`src/rtl/hamming_st_pkg.sv`:
```
// Shared types for the Hamming-pipeline Avalon-ST blocks.
package hamming_st_pkg;

    // Arbiter lock state, one-hot so each state is a single flop bit.
    typedef enum logic [1:0] {
        IDLE   = 2'b01,
        LOCKED = 2'b10
    } arb_state_t;

endpackage

```
`src/rtl/rr_priority_picker.sv`:
```
// Round-robin priority picker: returns the first set request at or after
// (last_grant + 1) mod N, wrapping around. Purely combinational.
module rr_priority_picker #(
    parameter int N       = 3,
    parameter int GRANT_W = 2
) (
    input  logic [N-1:0]       req,
    input  logic [GRANT_W-1:0] last_grant,
    output logic               found,
    output logic [GRANT_W-1:0] winner
);

    // Modular upward scan; the first hit after last_grant wins.
    always_comb begin
        int unsigned idx;
        found  = 1'b0;
        winner = '0;
        idx    = 0;
        for (int unsigned k = 1; k <= N; k++) begin
            idx = (32'(last_grant) + k) % N;
            if (!found && req[idx]) begin
                found  = 1'b1;
                winner = GRANT_W'(idx);
            end
        end
    end

endmodule

```
`src/rtl/avalon_st_packet_arbiter.sv`:
```
// Packet-aware round-robin arbiter merging N_IN Avalon-ST streams into one
// registered output stream. A grant is taken on SOP and held until EOP.
module avalon_st_packet_arbiter
    import hamming_st_pkg::*;
#(
    parameter  int N_IN    = 3,
    parameter  int WIDTH   = 11,
    localparam int GRANT_W = (N_IN > 1) ? $clog2(N_IN) : 1
) (
    input  logic                  clock,
    input  logic                  reset_n,
    input  logic [N_IN-1:0]       in_valid,
    output logic [N_IN-1:0]       in_ready,
    input  logic [N_IN*WIDTH-1:0] in_data,
    input  logic [N_IN-1:0]       in_startofpacket,
    input  logic [N_IN-1:0]       in_endofpacket,
    input  logic                  out_ready,
    output logic                  out_valid,
    output logic [WIDTH-1:0]      out_data,
    output logic                  out_startofpacket,
    output logic                  out_endofpacket,
    output logic [GRANT_W-1:0]    grant,
    output logic                  busy,
    output logic                  orphan_drop
);

    typedef struct packed {
        logic [WIDTH-1:0] data;
        logic             sop;
        logic             eop;
    } st_beat_t;

    arb_state_t         state;
    logic [GRANT_W-1:0] last_grant;
    st_beat_t           out_beat;
    st_beat_t           port_beat [N_IN];
    st_beat_t           sel_beat;
    logic               out_stall;
    logic               accept;
    logic               orphan_any;
    logic               pick_found;
    logic [GRANT_W-1:0] pick_winner;

    assign out_data          = out_beat.data;
    assign out_startofpacket = out_beat.sop;
    assign out_endofpacket   = out_beat.eop;

    assign out_stall  = out_valid && !out_ready;
    assign orphan_any = |(in_valid & ~in_startofpacket);

    rr_priority_picker #(
        .N       (N_IN),
        .GRANT_W (GRANT_W)
    ) u_picker (
        .req        (in_valid & in_startofpacket),
        .last_grant (last_grant),
        .found      (pick_found),
        .winner     (pick_winner)
    );

    // Unpack the flat input bus into per-port beats and select the granted one.
    always_comb begin
        for (int unsigned i = 0; i < N_IN; i++) begin
            port_beat[i].data = in_data[i*WIDTH +: WIDTH];
            port_beat[i].sop  = in_startofpacket[i];
            port_beat[i].eop  = in_endofpacket[i];
        end
        sel_beat = port_beat[grant];
    end

    // Ready: only the locked port while locked, otherwise only orphan beats.
    always_comb begin
        in_ready = '0;
        accept   = 1'b0;
        if (state == LOCKED) begin
            in_ready[grant] = !out_stall;
            accept          = in_valid[grant] && !out_stall;
        end else begin
            in_ready = in_valid & ~in_startofpacket;
        end
    end

    // Lock FSM plus the one-beat output register.
    always_ff @(posedge clock or negedge reset_n) begin
        if (!reset_n) begin
            state       <= IDLE;
            grant       <= '0;
            busy        <= 1'b0;
            last_grant  <= GRANT_W'(N_IN - 1);
            out_valid   <= 1'b0;
            out_beat    <= '0;
            orphan_drop <= 1'b0;
        end else begin
            orphan_drop <= (state == IDLE) && orphan_any;

            if (accept) begin
                out_beat  <= sel_beat;
                out_valid <= 1'b1;
            end else if (out_valid && out_ready) begin
                out_valid <= 1'b0;
            end

            unique case (state)
                IDLE: begin
                    if (pick_found) begin
                        state <= LOCKED;
                        grant <= pick_winner;
                        busy  <= 1'b1;
                    end
                end
                LOCKED: begin
                    if (accept && sel_beat.eop) begin
                        state      <= IDLE;
                        busy       <= 1'b0;
                        last_grant <= grant;
                    end
                end
                default: begin
                    state <= IDLE;
                    busy  <= 1'b0;
                end
            endcase
        end
    end

endmodule

```
`config.mk`:
```
export PLATFORM = sky130hd
export DESIGN_NAME = avalon_st_packet_arbiter
export DESIGN_NICKNAME = d
export VERILOG_FILES = /design/src/rtl/hamming_st_pkg.sv /design/src/rtl/rr_priority_picker.sv /design/src/rtl/avalon_st_packet_arbiter.sv
export SDC_FILE = /design/constraint.sdc
export NUM_CORES = 1
export LEC_CHECK = 0
export CORE_ASPECT_RATIO = 0.6
export CORE_MARGIN = 3
export CORE_UTILIZATION = 40
export DETAILED_ROUTE_END_ITERATION = 12
export HOLD_SLACK_MARGIN = 0.08
export MAX_ROUTING_LAYER = met4
export PLACE_DENSITY = 0.76
export SYNTH_ARGS = -nofsm -noshare
export SYNTH_HDL_FRONTEND = slang
export SYNTH_SLANG_ARGS = --single-unit
export TNS_END_PERCENT = 5
```
`constraint.sdc`:
```
create_clock -name clock -period 3.6 [get_ports clock]
set_input_delay 0.72 -clock clock [delete_from_list [all_inputs] [get_ports clock]]
set_output_delay 0.72 -clock clock [all_outputs]
set_load 0.01 [all_outputs]
```
==> results of run 1 <==
-- cells in the mapped netlist (2+ instances only) --
master / number
o21ai_1: 15
mux2i_1: 15
nand3_1: 2
nor2_1: 14
dfstp_2: 2
nor2b_1: 2
buf_2: 4
nand2_1: 21
ha_1: 3
nand2b_1: 9
o32ai_1: 2
inv_1: 5
nor3_1: 2
buf_4: 2
dfrtp_1: 19
a21o_1: 2
a22o_1: 2
a21oi_1: 18
-- kinds of logic (layout without fill, tap and decap cells) --
logic type,after synthesis,after routing
AND/OR/NAND/NOR,56,56
AO/OA/AOI/OAI,47,47
flip-flops,21,21
multiplexers,16,16
buffers and inverters,14,78
adder cells (fa/ha/maj),3,3
-- worst max path at each step --
stage	from	endpoint	slack, ps	cells past startpoint
global placement	out_ready	in_ready[1]	590	5
detailed placement	out_ready	in_ready[0]	540	5
global route	out_ready	in_ready[1]	440	5
CTS	out_ready	in_ready[0]	550	5
floorplan	out_ready	in_ready[0]	1530	3
finish	out_ready	in_ready[0]	570	5
-- power by group --
group	switching [W]	internal, W	total [W]
logic	0.000452	0.000464	0.000916
clock network	0.0000789	0.0000789	0.000158
registers	0.0000866	0.000345	0.000432
-- registers in the layout, indices dropped and copies added, names as in the netlist --
name	count
out_data	11
grant	2
last_grant	2
busy	1
orphan_drop	1
out_endofpacket	1
out_startofpacket	1
out_valid	1
state	1
-- worst reg2reg max path, cell delays in order (launching register included) --
cell	delay, ps
dfrtp_1	610
nor2b_4	200
buf_4	220
o2bb2ai_2	150
nand3_4	270
nand2b_4	290
mux2_4	310
-- area by class of cell --
cell class,count,area (sq um),area share
Tap cell,42,52.6,0.0250
Multi-Input combinational cell,122,781,0.371
Timing Repair Buffer,69,681,0.323
Clock buffer,4,45.0,0.0214
Inverter,5,18.8,0.00891
Sequential cell,21,528,0.251
-- through the flow --
step / cell area (sq um) / setup slack (ps)
2_1_floorplan: 1380 / 1530
3_3_place_gp: 2060 / 592
3_5_place_dp: 2060 / 541
4_1_cts: 2110 / 551
5_1_grt: 2110 / 436
6_report: 2110 / 565
-- metal layers --
metal,part of all wire,GRT usage,wire (microns),up-vias
li1,-,-,-,680
met1,0.44,0.279,1780,669
met2,0.42,0.312,1690,78
met3,0.13,0.0675,507,4
met4,0.0060,0.0359,24,0
met5,0,-,0,-
==> results.sh, run 1 <==
export IMPL_status="finished clean"
export IMPL_synthSimpleGateAreaFrac=0.213
export IMPL_drive_gt1_frac=0.0724
export IMPL_final_core_util=0.684
export IMPL_wl_per_cell_microns=15.2
export IMPL_clock_root_buffer="clkbuf_8"
export IMPL_grt_remaining_overflow=0
export IMPL_h_tree_depth=1
export IMPL_finalSetupTns_ps=0
export IMPL_ys_top_cells_by_area="dfrtp_1 (34%), mux2i_1 (11%), a21oi_1 (6.5%), nand2_1 (5.7%), o21ai_1 (5.4%)"
export IMPL_rsz0062_at_grt="no"
export IMPL_syn_nets=205
export IMPL_grt_pass1_wl_microns=6510
export IMPL_total_power_w=0.00151
export IMPL_crit_type="primary input to primary output"
export IMPL_clkLatencyLatePin_ps=260
export IMPL_hold_viol=0
export IMPL_path_clk_slew_ps=80
export IMPL_netlist_area_sq_mm=0.00138
export IMPL_grt_usage=0.208
export IMPL_ys_ff_latch=21
export IMPL_n_antenna_cell=0
export IMPL_vdd_drop_max_mv=0.391
export IMPL_ant_nets=0
export IMPL_ys_seq_area_frac=0.382
export IMPL_worstHoldEndpoint="out_data[0]$_DFFE_PN0P_"
export IMPL_drt_pass1_iter_count=4
export IMPL_min_path_type="register to register"
export IMPL_period_minus_slack_ps=3030
export IMPL_synth_edf_count=0
export IMPL_start_util=0.449
export IMPL_rr_worst_depth=6
export IMPL_skew_ps=3.49
export IMPL_cts_tree="done"
export IMPL_rr_endpoint="last_grant[1]$_DFFE_PN1P_"
export IMPL_syn_to_final_growth_pct=52.4
export IMPL_syn_inst=157
export IMPL_antenna_found_initial=0
export IMPL_final_cell_mix="clkdlybuf4s50_1 (65), nand2_1 (21), dfrtp_1 (19)"
export IMPL_fp_dieH_microns=51.5
export IMPL_layout_commonest_cell="clkdlybuf4s50_1"
export IMPL_die_w_microns=81.9
export IMPL_holdPathStages=2
export IMPL_path_cells="clkdlybuf4s50_1 > nand2b_1 > nand2_1 > o32ai_1 > clkdlybuf4s50_1"
export IMPL_synth_top_area_cell="dfrtp_1"
export IMPL_start_kind="primary input"
export IMPL_tightest_slew_ps=981
export IMPL_rows=15
export IMPL_netlist_area_leader_share=0.344
export IMPL_min_from="out_data[0]$_DFFE_PN0P_"
export IMPL_cts_sinks=21
export IMPL_hpwl_microns=3090
export IMPL_ys_flop_type="dfrtp_1"
export IMPL_cp_max_fo=4
export IMPL_instances_no_fill=263
export IMPL_synth_top_family_by_area="simple AND/OR/NAND/NOR gates"
export IMPL_arrival_ps=2310
export IMPL_setup_viol=0
export IMPL_cts_buffers=3
export IMPL_num_vias=1431
export IMPL_power_density_mw_per_mm2=715
export IMPL_report_final_slew_viol_count=0
export IMPL_gp_congestion=0.891
export IMPL_end_kind="primary output"
export IMPL_synth_cell_types=36
export IMPL_slew_headroom=0.344
export IMPL_synth_compound_area_frac=0.206
export IMPL_wirelength_microns=4000
export IMPL_cts_max_path_buffers=2
export IMPL_crit_required_ps=2880
export IMPL_r2r_slack_ps=1480
export IMPL_r2r_start="grant[0]$_DFFE_PN0P_"
export IMPL_dieArea_sq_mm=0.00422
export IMPL_ioPinCount=66
export IMPL_nets=270
export IMPL_postSynthAreaPerCell_sq_um=8.80
export IMPL_drc=0
export IMPL_numPortBuffers=65
export IMPL_synthMuxAreaShare=0.120
export IMPL_grt_pass1_vias=1396
export IMPL_cp_slowest_cell="clkdlybuf4s50_1"
export IMPL_synthAdderAreaFrac=0.0272
export IMPL_yosysWarningCount=0
export IMPL_ctsResizeCount=0
export IMPL_crit_buf_inv=2
export IMPL_crit_top_cell="clkdlybuf4s50_1"
export IMPL_cts_setup_buffers=0
export IMPL_max_stage_delay_ps=590
export IMPL_synthXorXnorAreaFrac=0
export IMPL_drtIter0Drc=94
export IMPL_clock_fmax_mhz=330
export IMPL_cap_violations=0
export IMPL_async_reset_ff_frac=1.00
export IMPL_nFillCells=233
export IMPL_fin_hold_ws_ps=487
export IMPL_core_area_sq_mm=0.00308
export IMPL_via_per_inst=5.44
export IMPL_cp_top_family="buffers and inverters"
export IMPL_dp_cells=259
export IMPL_fin_crit_sh=0.843
export IMPL_grt_max_degree=28
export IMPL_power_leakage_nw=0.895
export IMPL_cts_hold_buf=0
No activity file was read; power rests on OpenSTA's default activity.
==> run 2, diff against run 1 <==
--- a/config.mk
+++ b/config.mk
@@ -7,11 +7,11 @@
 export LEC_CHECK = 0
 export CORE_ASPECT_RATIO = 0.6
 export CORE_MARGIN = 3
-export CORE_UTILIZATION = 40
+export CORE_UTILIZATION = 37
 export DETAILED_ROUTE_END_ITERATION = 12
 export HOLD_SLACK_MARGIN = 0.08
 export MAX_ROUTING_LAYER = met4
-export PLACE_DENSITY = 0.76
+export PLACE_DENSITY = 0.74
 export SYNTH_ARGS = -nofsm -noshare
 export SYNTH_HDL_FRONTEND = slang
 export SYNTH_SLANG_ARGS = --single-unit
==> constraint.sdc (replaced) <==
create_clock -name clock -period 2.64 [get_ports clock]
set_input_delay 0.528 -clock clock [delete_from_list [all_inputs] [get_ports clock]]
set_output_delay 0.528 -clock clock [all_outputs]
set_load 0.01 [all_outputs]
==> run 2 against run 1 <==
  * Register-to-register slack got worse by 820 ps
  * Global-route usage fell by 2.1 points
  * Core utilization fell by 5.4 points
  * Flip-flop and latch count did not move
  * Critical path depth did not move
  * Worst hold slack improved by 3.3 ps
  * Clock power rose by 33%
  * Setup slack got worse by 450 ps
  * Non-clock buffer count rose by 6
  * Routed wire length fell by 6.2%
  * Critical endpoint unchanged
  * Largest power group unchanged
==> results.sh, run 2 (same netlist as run 1, synthesis figures left out) <==
export IMPL_hpwl_microns=3070
export IMPL_clock_root_buffer="clkbuf_8"
export IMPL_total_power_w=0.00205
export IMPL_numPortBuffers=65
export IMPL_rows=16
export IMPL_slew_headroom=0.703
export IMPL_power_switching_w=0.000827
export IMPL_ioPinCount=66
export IMPL_layout_commonest_cell="clkdlybuf4s50_1"
export IMPL_cts_sinks=21
export IMPL_dp_cells=268
export IMPL_fin_crit_sh=0.957
export IMPL_crit_type="primary input to primary output"
export IMPL_num_vias=1370
export IMPL_hold_viol=0
export IMPL_holdPathStages=2
export IMPL_largest_reg_flops=11
export IMPL_setup_viol=0
export IMPL_drive_gt1_frac=0.106
export IMPL_period_minus_slack_ps=2530
export IMPL_ant_nets=0
export IMPL_grtUsageMet1=0.238
export IMPL_gp_congestion=0.862
export IMPL_arrival_ps=2000
export IMPL_pwr_share_seq=0.287
export IMPL_cts_max_path_buffers=2
export IMPL_cts_tree="done"
export IMPL_cap_violations=0
export IMPL_wl_per_cell_microns=13.8
export IMPL_vdd_drop_max_mv=0.542
export IMPL_via_per_inst=5.04
export IMPL_final_cell_mix="clkdlybuf4s50_1 (65), nand2_1 (21), dfrtp_1 (19)"
export IMPL_finalSetupTns_ps=0
export IMPL_clock_fmax_mhz=396
export IMPL_nets=276
export IMPL_grt_max_degree=27
export IMPL_clkPwrFrac=0.102
export IMPL_grt_remaining_overflow=0
export IMPL_drt_pass1_iter_count=4
export IMPL_drc=0
export IMPL_cp_max_fo=2
export IMPL_crit_required_ps=2110
export IMPL_power_leakage_nw=0.926
export IMPL_skew_ps=9.66
export IMPL_die_w_microns=84.9
export IMPL_rsz0062_at_grt="no"
export IMPL_status="finished clean"
export IMPL_power_density_mw_per_mm2=951
export IMPL_tightest_slew_ps=446
export IMPL_r2r_slack_ps=660
export IMPL_grt_pass1_wl_microns=6470
export IMPL_grt_util_met2=0.291
export IMPL_n_antenna_cell=0
export IMPL_grt_busiest_layer="met2"
export IMPL_combPwrFrac=0.610
export IMPL_syn_to_final_growth_pct=56.2
export IMPL_core_area_sq_mm=0.00342
export IMPL_cts_buffers=3
export IMPL_dieArea_sq_mm=0.00453
export IMPL_min_path_type="register to register"
export IMPL_report_final_slew_viol_count=0
export IMPL_grt_pass1_vias=1408
export IMPL_start_util=0.404
export IMPL_nFillCells=283
export IMPL_instances_no_fill=272
export IMPL_grt_usage=0.187
export IMPL_fp_dieH_microns=53.3
export IMPL_antenna_found_initial=0
export IMPL_end_kind="primary output"
export IMPL_h_tree_depth=1
export IMPL_rr_worst_depth=7
export IMPL_p_int_w=0.00123
export IMPL_path_clk_slew_ps=70
export IMPL_clkLatencyLatePin_ps=260
export IMPL_drtIter0Drc=86
export IMPL_wirelength_microns=3750
export IMPL_start_kind="primary input"
export IMPL_grt_use_met3=0.0715
export IMPL_p_sw_frac=0.403
## run 2: cell count changes in the layout (fill, tap and decap cells not counted), sizes merged
cell / before / now
buf: 4 / 10
clkbuf: 4 / 3
clkinv: 0 / 1
## run 2: path summary, 6_finish.rpt
path	start	endpoint
min in group asynchronous	reset_n	out_startofpacket$_DFFE_PN0P_
max in group asynchronous	reset_n	last_grant[1]$_DFFE_PN1P_
min	out_data[9]$_DFFE_PN0P_	out_data[9]$_DFFE_PN0P_
max reg2reg	last_grant[0]$_DFFE_PN0P_	state[0]$_DFFE_PN1P_
max	out_ready	in_ready[0]
min reg2reg	out_data[9]$_DFFE_PN0P_	out_data[9]$_DFFE_PN0P_
## run 2: layer usage
metal | vias to the layer above | wire, microns
met5 | - | 0
li1 | 689 | -
met4 | 0 | 10
met3 | 3 | 387
met1 | 621 | 1740
met2 | 57 | 1610
## run 2: critical path: stages
cell and delay, ps:
clkdlybuf4s50_1 450, nand2b_1 120, nand2_1 80, o32ai_1 240, clkdlybuf4s50_1 580
## run 2: through the flow
stage	util	setup WS (ps)	instance area [sq um]	hold slack, ps
detailed placement	0.616	88.3	2110	477
CTS	0.630	88.3	2160	492
global route	0.630	26.5	2160	513
finish	0.630	112	2160	490
global placement	0.616	90.1	2110	465
floorplan	-	838	1380	232
## run 2: timing repair
item,CTS,global route
setup endpoints to repair,0,2
hold buffers,0,0
setup buffers,0,0
resized for setup,0,1
## run 2: area by class of cell
type	instances	area (sq um)	area share
clock buffer	3	41.3	0.0191
timing repair buffer	75	726	0.336
inverter	5	18.8	0.00870
clock inverter	1	5.00	0.00232
sequential	21	528	0.245
tap	45	56.3	0.0261
multi-input combinational	122	783	0.363
## run 2: power groups by stage
stage                     clock [W]  sequential, W  combinational (W)
after floorplan                   0       0.000604           0.000752
after global placement            0       0.000586            0.00123
after detailed placement          0       0.000593            0.00126
after CTS                  0.000219       0.000590            0.00126
after global routing       0.000233       0.000613            0.00140
final                      0.000210       0.000590            0.00125
